`config.mk`:
```
export PLATFORM = sky130hd
export DESIGN_NAME = dcl_stat_sink
export DESIGN_NICKNAME = d
export VERILOG_FILES = /design/src/rtl/dcl_mab_pkg.sv /design/src/rtl/dcl_pat_rotator.sv /design/src/rtl/dcl_stat_sink.sv
export SDC_FILE = /design/constraint.sdc
export NUM_CORES = 1
export LEC_CHECK = 0
export BUFFER_PORTS_ARGS = -buffer_cell sky130_fd_sc_hd__clkbuf_2
export CORE_ASPECT_RATIO = 1.25
export CORE_MARGIN = 5
export CORE_UTILIZATION = 54
export DETAILED_ROUTE_END_ITERATION = 12
export GPL_TIMING_DRIVEN = 1
export PLACE_DENSITY = 0.78
export SYNTH_ARGS = -nofsm -noshare
export SYNTH_HDL_FRONTEND = slang
export SYNTH_HIERARCHICAL = 1
export SYNTH_SLANG_ARGS = --single-unit
```
`constraint.sdc`:
```
create_clock -name clock -period 7.6 [get_ports clock]
set_input_delay 1.14 -clock clock [delete_from_list [all_inputs] [get_ports clock]]
set_output_delay 1.14 -clock clock [all_outputs]
set_load 0.01 [all_outputs]
```
`src/rtl/dcl_mab_pkg.sv`:
```
// Shared types and helpers for the multi-input arbiter slice: sink FSM states,
// default widths, the packet struct and a width-generic saturating add.
package dcl_mab_pkg;

    localparam int DEF_ADDR_W = 3;
    localparam int DEF_TS_W   = 16;
    localparam int DEF_DATA_W = 8;
    localparam int DEF_CNT_W  = 32;
    localparam int SAT_W      = 64;

    typedef enum logic [1:0] {
        IDLE = 2'd0,
        LOAD = 2'd1,
        RUN  = 2'd2
    } sink_state_t;

    typedef struct packed {
        logic [DEF_ADDR_W-1:0] dst;
        logic [DEF_TS_W-1:0]   ts;
        logic [DEF_DATA_W-1:0] data;
    } pkt_t;

    // Adds two unsigned values and clamps the result to the all-ones value of a w-bit counter.
    function automatic logic [SAT_W-1:0] sat_add(input logic [SAT_W-1:0] a,
                                                 input logic [SAT_W-1:0] b,
                                                 input int unsigned      w);
        logic [SAT_W:0] sum;
        logic [SAT_W:0] lim;
        logic [SAT_W:0] one;
        one    = '0;
        one[0] = 1'b1;
        sum    = {1'b0, a} + {1'b0, b};
        lim    = (one << w) - one;
        return (sum > lim) ? lim[SAT_W-1:0] : sum[SAT_W-1:0];
    endfunction

endpackage

```
`src/rtl/dcl_pat_rotator.sv`:
```
// 16-bit backpressure pattern register: load (zero replaced by 16'h0001),
// rotate left by one, or hold. Bit 0 is the ready candidate for the current cycle.
module dcl_pat_rotator (
    input  logic        clock,
    input  logic        reset,
    input  logic        load,
    input  logic        rotate,
    input  logic [15:0] load_val,
    output logic        pat0
);

    logic [15:0] pat;

    always_ff @(posedge clock or posedge reset) begin
        if (reset) begin
            pat <= 16'h0001;
        end else if (load) begin
            pat <= (load_val == 16'h0000) ? 16'h0001 : load_val;
        end else if (rotate) begin
            pat <= {pat[14:0], pat[15]};
        end
    end

    assign pat0 = pat[0];

endmodule

```
`src/rtl/dcl_stat_sink.sv`:
```
// Destination-side packet sink with throttled ready and saturating statistics.
// Optional io_max_latency output is enabled by defining DCL_SINK_MAXLAT_EN.
module dcl_stat_sink
    import dcl_mab_pkg::*;
#(
    parameter int PORT_ID = 0,
    parameter int ADDR_W  = DEF_ADDR_W,
    parameter int TS_W    = DEF_TS_W,
    parameter int DATA_W  = DEF_DATA_W,
    parameter int CNT_W   = DEF_CNT_W
) (
    input  logic              clock,
    input  logic              reset,
    input  logic              io_enable,
    input  logic              io_clear,
    input  logic [15:0]       io_dst_pat,
    input  logic              io_in_valid,
    output logic              io_in_ready,
    input  logic [ADDR_W-1:0] io_in_dst,
    input  logic [TS_W-1:0]   io_in_ts,
    input  logic [DATA_W-1:0] io_in_data,
    input  logic [TS_W-1:0]   io_now,
    output logic [CNT_W-1:0]  io_pkt_count,
    output logic [CNT_W-1:0]  io_cum_latency,
    output logic [CNT_W-1:0]  io_cum_delay,
    output sink_state_t       io_state,
    output logic              io_addr_error
`ifdef DCL_SINK_MAXLAT_EN
    ,
    output logic [TS_W-1:0]   io_max_latency
`endif
);

    // Handshake: a packet transfers in any cycle where io_in_valid and io_in_ready
    // are both high; ready never depends on valid, only on FSM state and pattern.
    sink_state_t     state;
    logic            pat0;
    logic            accept;
    logic            stall;
    logic [TS_W-1:0] latency;
    logic            unused_data;

    always_ff @(posedge clock or posedge reset) begin
        if (reset) begin
            state <= IDLE;
        end else begin
            case (state)
                IDLE:    if (io_enable) state <= LOAD;
                LOAD:    state <= RUN;
                RUN:     if (!io_enable) state <= IDLE;
                default: state <= IDLE;
            endcase
        end
    end

    dcl_pat_rotator u_pat_rotator (
        .clock    (clock),
        .reset    (reset),
        .load     (state == LOAD),
        .rotate   (state == RUN),
        .load_val (io_dst_pat),
        .pat0     (pat0)
    );

    assign io_in_ready = (state == RUN) & pat0;
    assign io_state    = state;
    assign accept      = io_in_valid & io_in_ready;
    assign stall       = (state == RUN) & io_in_valid & ~pat0;
    // Modulo subtraction absorbs wrap of the shared cycle counter.
    assign latency     = io_now - io_in_ts;
    assign unused_data = ^io_in_data;

    always_ff @(posedge clock or posedge reset) begin
        if (reset) begin
            io_pkt_count   <= '0;
            io_cum_latency <= '0;
            io_cum_delay   <= '0;
            io_addr_error  <= 1'b0;
        end else if (io_clear) begin
            io_pkt_count   <= '0;
            io_cum_latency <= '0;
            io_cum_delay   <= '0;
            io_addr_error  <= 1'b0;
        end else begin
            if (accept) begin
                io_pkt_count   <= CNT_W'(sat_add(SAT_W'(io_pkt_count), SAT_W'(1), CNT_W));
                io_cum_latency <= CNT_W'(sat_add(SAT_W'(io_cum_latency), SAT_W'(latency), CNT_W));
                if (io_in_dst != ADDR_W'(PORT_ID)) begin
                    io_addr_error <= 1'b1;
                end
            end
            if (stall) begin
                io_cum_delay <= CNT_W'(sat_add(SAT_W'(io_cum_delay), SAT_W'(1), CNT_W));
            end
        end
    end

`ifdef DCL_SINK_MAXLAT_EN
    // A clear coinciding with an accept restarts the maximum from that packet.
    always_ff @(posedge clock or posedge reset) begin
        if (reset) begin
            io_max_latency <= '0;
        end else if (io_clear) begin
            io_max_latency <= accept ? latency : '0;
        end else if (accept && (latency > io_max_latency)) begin
            io_max_latency <= latency;
        end
    end
`endif

endmodule

```
==> run metrics <==
# IOs 164; Clk network pwr share 39.0%; Remaining DRCs 0; port buffer count 155; post-route ant nets 0; global-route usage over all layers 25.1%; Slew @ Worst Pin 1.12 ns; Synth top area share 34.4%; Root Driver clkbuf_16; mapped cell area 8290 sq um; Yosys warnings 6; placed cell count 1259; Pre-Repair DR Iteration Count 9; syn_area_per_cell 8.57 sq um; Min-Delay Path Class flip-flop to flip-flop; final net count 1200; Clock Latency Late Sink 0.42 ns; Max Transition Viols Final 0; pwr/cell area 223 nW/um^2; slew margin rel. 25.3%; pre-CTS setup slack 2.09 ns; cts hold-fix bufs 0; Int Pwr 0.00145 W; worst endpoint required time 7.84 ns; antenna violations before repair 0; Critical Path AT 5.38 ns; Post-CTS Setup Bufs 0; net load switching power 0.000718 W; total number of vias 8178; Async SR Flop Fraction 100%; vias per cell 6.33; Max Freq 195 MHz; critical path class input port to flip-flop; synth unique cells 75; Main synth FF type dfrtp_1; Crit. End Element flip-flop; CTS buffer count 17; setup_tns 0 ns; Die ar. 17900 sq um; Die X 121 microns; share of layout cells above drive strength 1 20.1%; largest net degree at the start of global routing 98; clock slew at reported path FFs 0.06 ns; Sequential Power Share 33.9%; Mapped Cells 968; endpoints failing setup 0; leading area contributor after synthesis dfrtp_1; CTS Buffer Depth 2; Final GP Congestion 0.860; Ant. Diodes 0; reg2reg setup slack 4.19 ns; H-Tree Depth 4; RSZ-0062 raised after global routing no; WL/cell 17.2 microns; row count 50; leakage 4.30 nW; first-pass GRT wire length 37500 microns; TritonCTS clock tree done; VDD IR-drop max 0.000130 V; Starting Density 55.2%; Synthesized Nets 1072; Setup WS post-layout 2.46 ns; Post-Route WL 22200 microns; Layout area overhead 17.2%; # clock sinks 115; post-layout min period 5.14 ns; max cap viols 0; Seq cells post-synth 115; sequential share of the synthesized area 34.7%; Post-synth EDFFs 0; GR Overflow Total 0; status finished clean; CTS resizes 0; vias in the first global route 7926; Max Fanout on Critical Path 16; Die Ht 149 microns; fin cells 1291; Tcrit/Tclk final 67.6%; Worst Skew 0.00690 ns; startpoint types input port; Sw Ratio 33.1%; Initial DRC Count 740; Filler cells 1302; synth top area cells dfrtp_1 (34%), ha_1 (5.7%), nor2_1 (4.6%); final hold violations 0; Comb pwr share 27.1%; core area 15000 sq um; Final HPWL DP 15400 microns
[logic make-up after synthesis]
logic type      count (synthesis)  share of synthesized area [%]
flops                         115                           34.7
compound gates                273                           22.8
simple gates                  399                           25.8
fa+ha+maj                      40                           6.22
buf+inv                        92                           4.87
xor+xnor                       24                           2.54
mux                            25                           3.03
[through the flow]
stage / hold WS [ns] / area (sq um) / util [%] / total power, W
2_1_floorplan: 0.515 / 8290 / - / 0.00119
3_5_place_dp: 0.502 / 9100 / 60.6 / 0.00133
6_report: 0.512 / 9720 / 64.7 / 0.00217
4_1_cts: 0.515 / 9720 / 64.7 / 0.00218
3_3_place_gp: 0.479 / 9100 / 60.6 / 0.00132
5_1_grt: 0.552 / 9720 / 64.7 / 0.00229
[cells in the final DEF (no fill, tap or decap), types with 7 or more instances in the layout]
master     Yosys  final
a31oi_1       25     25
a311oi_1      32     32
and4_1        11     11
ha_1          38     38
clkbuf_2       0    154
buf_4          1      7
and3_1        24     23
a211oi_1      34     34
xnor2_1       19     19
o31ai_1        8      8
nor3_1        43     43
clkbuf_16      0     17
o21bai_1      12     12
nand4_1       27     27
nand3_1       36     36
or3_1         14     14
and2_1        12     12
o21a_1         8      8
nor2b_1       11     10
o21ai_1        9      9
nand2_1       65     65
nor4_1         9      9
dfrtp_1      114    114
a41oi_1       10     10
nor2_1       101    101
o21ai_0       26     26
inv_1         39     38
a21o_1         7      7
mux2i_1       24     24
a21oi_1       59     59
[power groups by stage]
stage | Sequential (W) | Combinational [W] | Clock [W]
after floorplan | 0.000741 | 0.000452 | 0
after detailed placement | 0.000745 | 0.000586 | 0
after global placement | 0.000744 | 0.000572 | 0
final | 0.000736 | 0.000587 | 0.000845
after global routing | 0.000747 | 0.000663 | 0.000885
after CTS | 0.000735 | 0.000588 | 0.000856
[sequential cells by signal, indices dropped and copies added (netlist names)]
name               count
u_pat_rotator/pat     16
io_cum_latency        32
io_state               2
io_addr_error          1
io_pkt_count          32
io_cum_delay          32
[worst max-delay path, cell delays in order]
cell	delay (ns)
clkbuf_2	0.11
inv_1	0.04
ha_1	0.27
nor2b_1	0.14
o31ai_1	0.49
a211oi_1	0.23
o31ai_1	0.50
xnor2_1	0.16
ha_1	0.32
nand2_1	0.11
nor2_1	0.15
and2_1	0.13
a21boi_0	0.17
o31ai_1	0.29
buf_4	0.26
nor3b_1	0.66
a311oi_1	0.22
[synth_stat cells, types with 6 or more instances]
library cell,instances
or3_1,14
a41oi_1,10
and4_1,11
nor4_2,6
nor3_1,43
nor2b_1,11
and2_1,12
o31ai_1,8
o21ai_1,9
ha_1,38
o21a_1,8
nor2_1,101
a211oi_1,34
and3_1,24
inv_1,39
nand3_1,36
nand4_1,27
dfrtp_1,114
a21o_1,7
xnor2_1,19
nand2_1,65
nor4_1,9
o21ai_0,26
mux2i_1,24
o22ai_1,6
o21bai_1,12
buf_2,7
clkbuf_1,37
a21oi_1,59
a311oi_1,32
a31oi_1,25
or2_2,6
[path summary, 6_finish.rpt]
path / end / start / cells past startpoint
worst max-delay path: io_cum_latency[20]$_DFFE_PP0P_ / io_in_ts[1] / 17
worst min-delay path: io_addr_error$_DFFE_PP0P_ / io_addr_error$_DFFE_PP0P_ / 2
worst max register to register: io_cum_latency[20]$_DFFE_PP0P_ / io_cum_latency[0]$_DFFE_PP0P_ / 11
worst min register to register: io_addr_error$_DFFE_PP0P_ / io_addr_error$_DFFE_PP0P_ / 2
max in group asynchronous: io_cum_latency[5]$_DFFE_PP0P_ / reset / 3
min in group asynchronous: io_cum_delay[30]$_DFFE_PP0P_ / reset / 2
[cell type report]
class	count	area [sq um]	area share [%]
multi-input combinational	761	5010	51.6
sequential	115	2880	29.6
timing repair buffer	162	828	8.52
clock buffer	17	425	4.38
tap	182	228	2.34
clock inverter	15	198	2.03
inverter	39	149	1.53
[routing by layer]
metal  track usage [%]  share of wire [%]  wire, microns  vias to the layer above
met3              5.63                5.7           1280                       58
li1                  -                  -              -                     3947
met2              42.7                 51          11300                      274
met4              10.7                2.8            617                        0
met1              30.5                 41           9070                     3899
met5                 0                  0              0                        -
(Power assumes the default switching activity.)
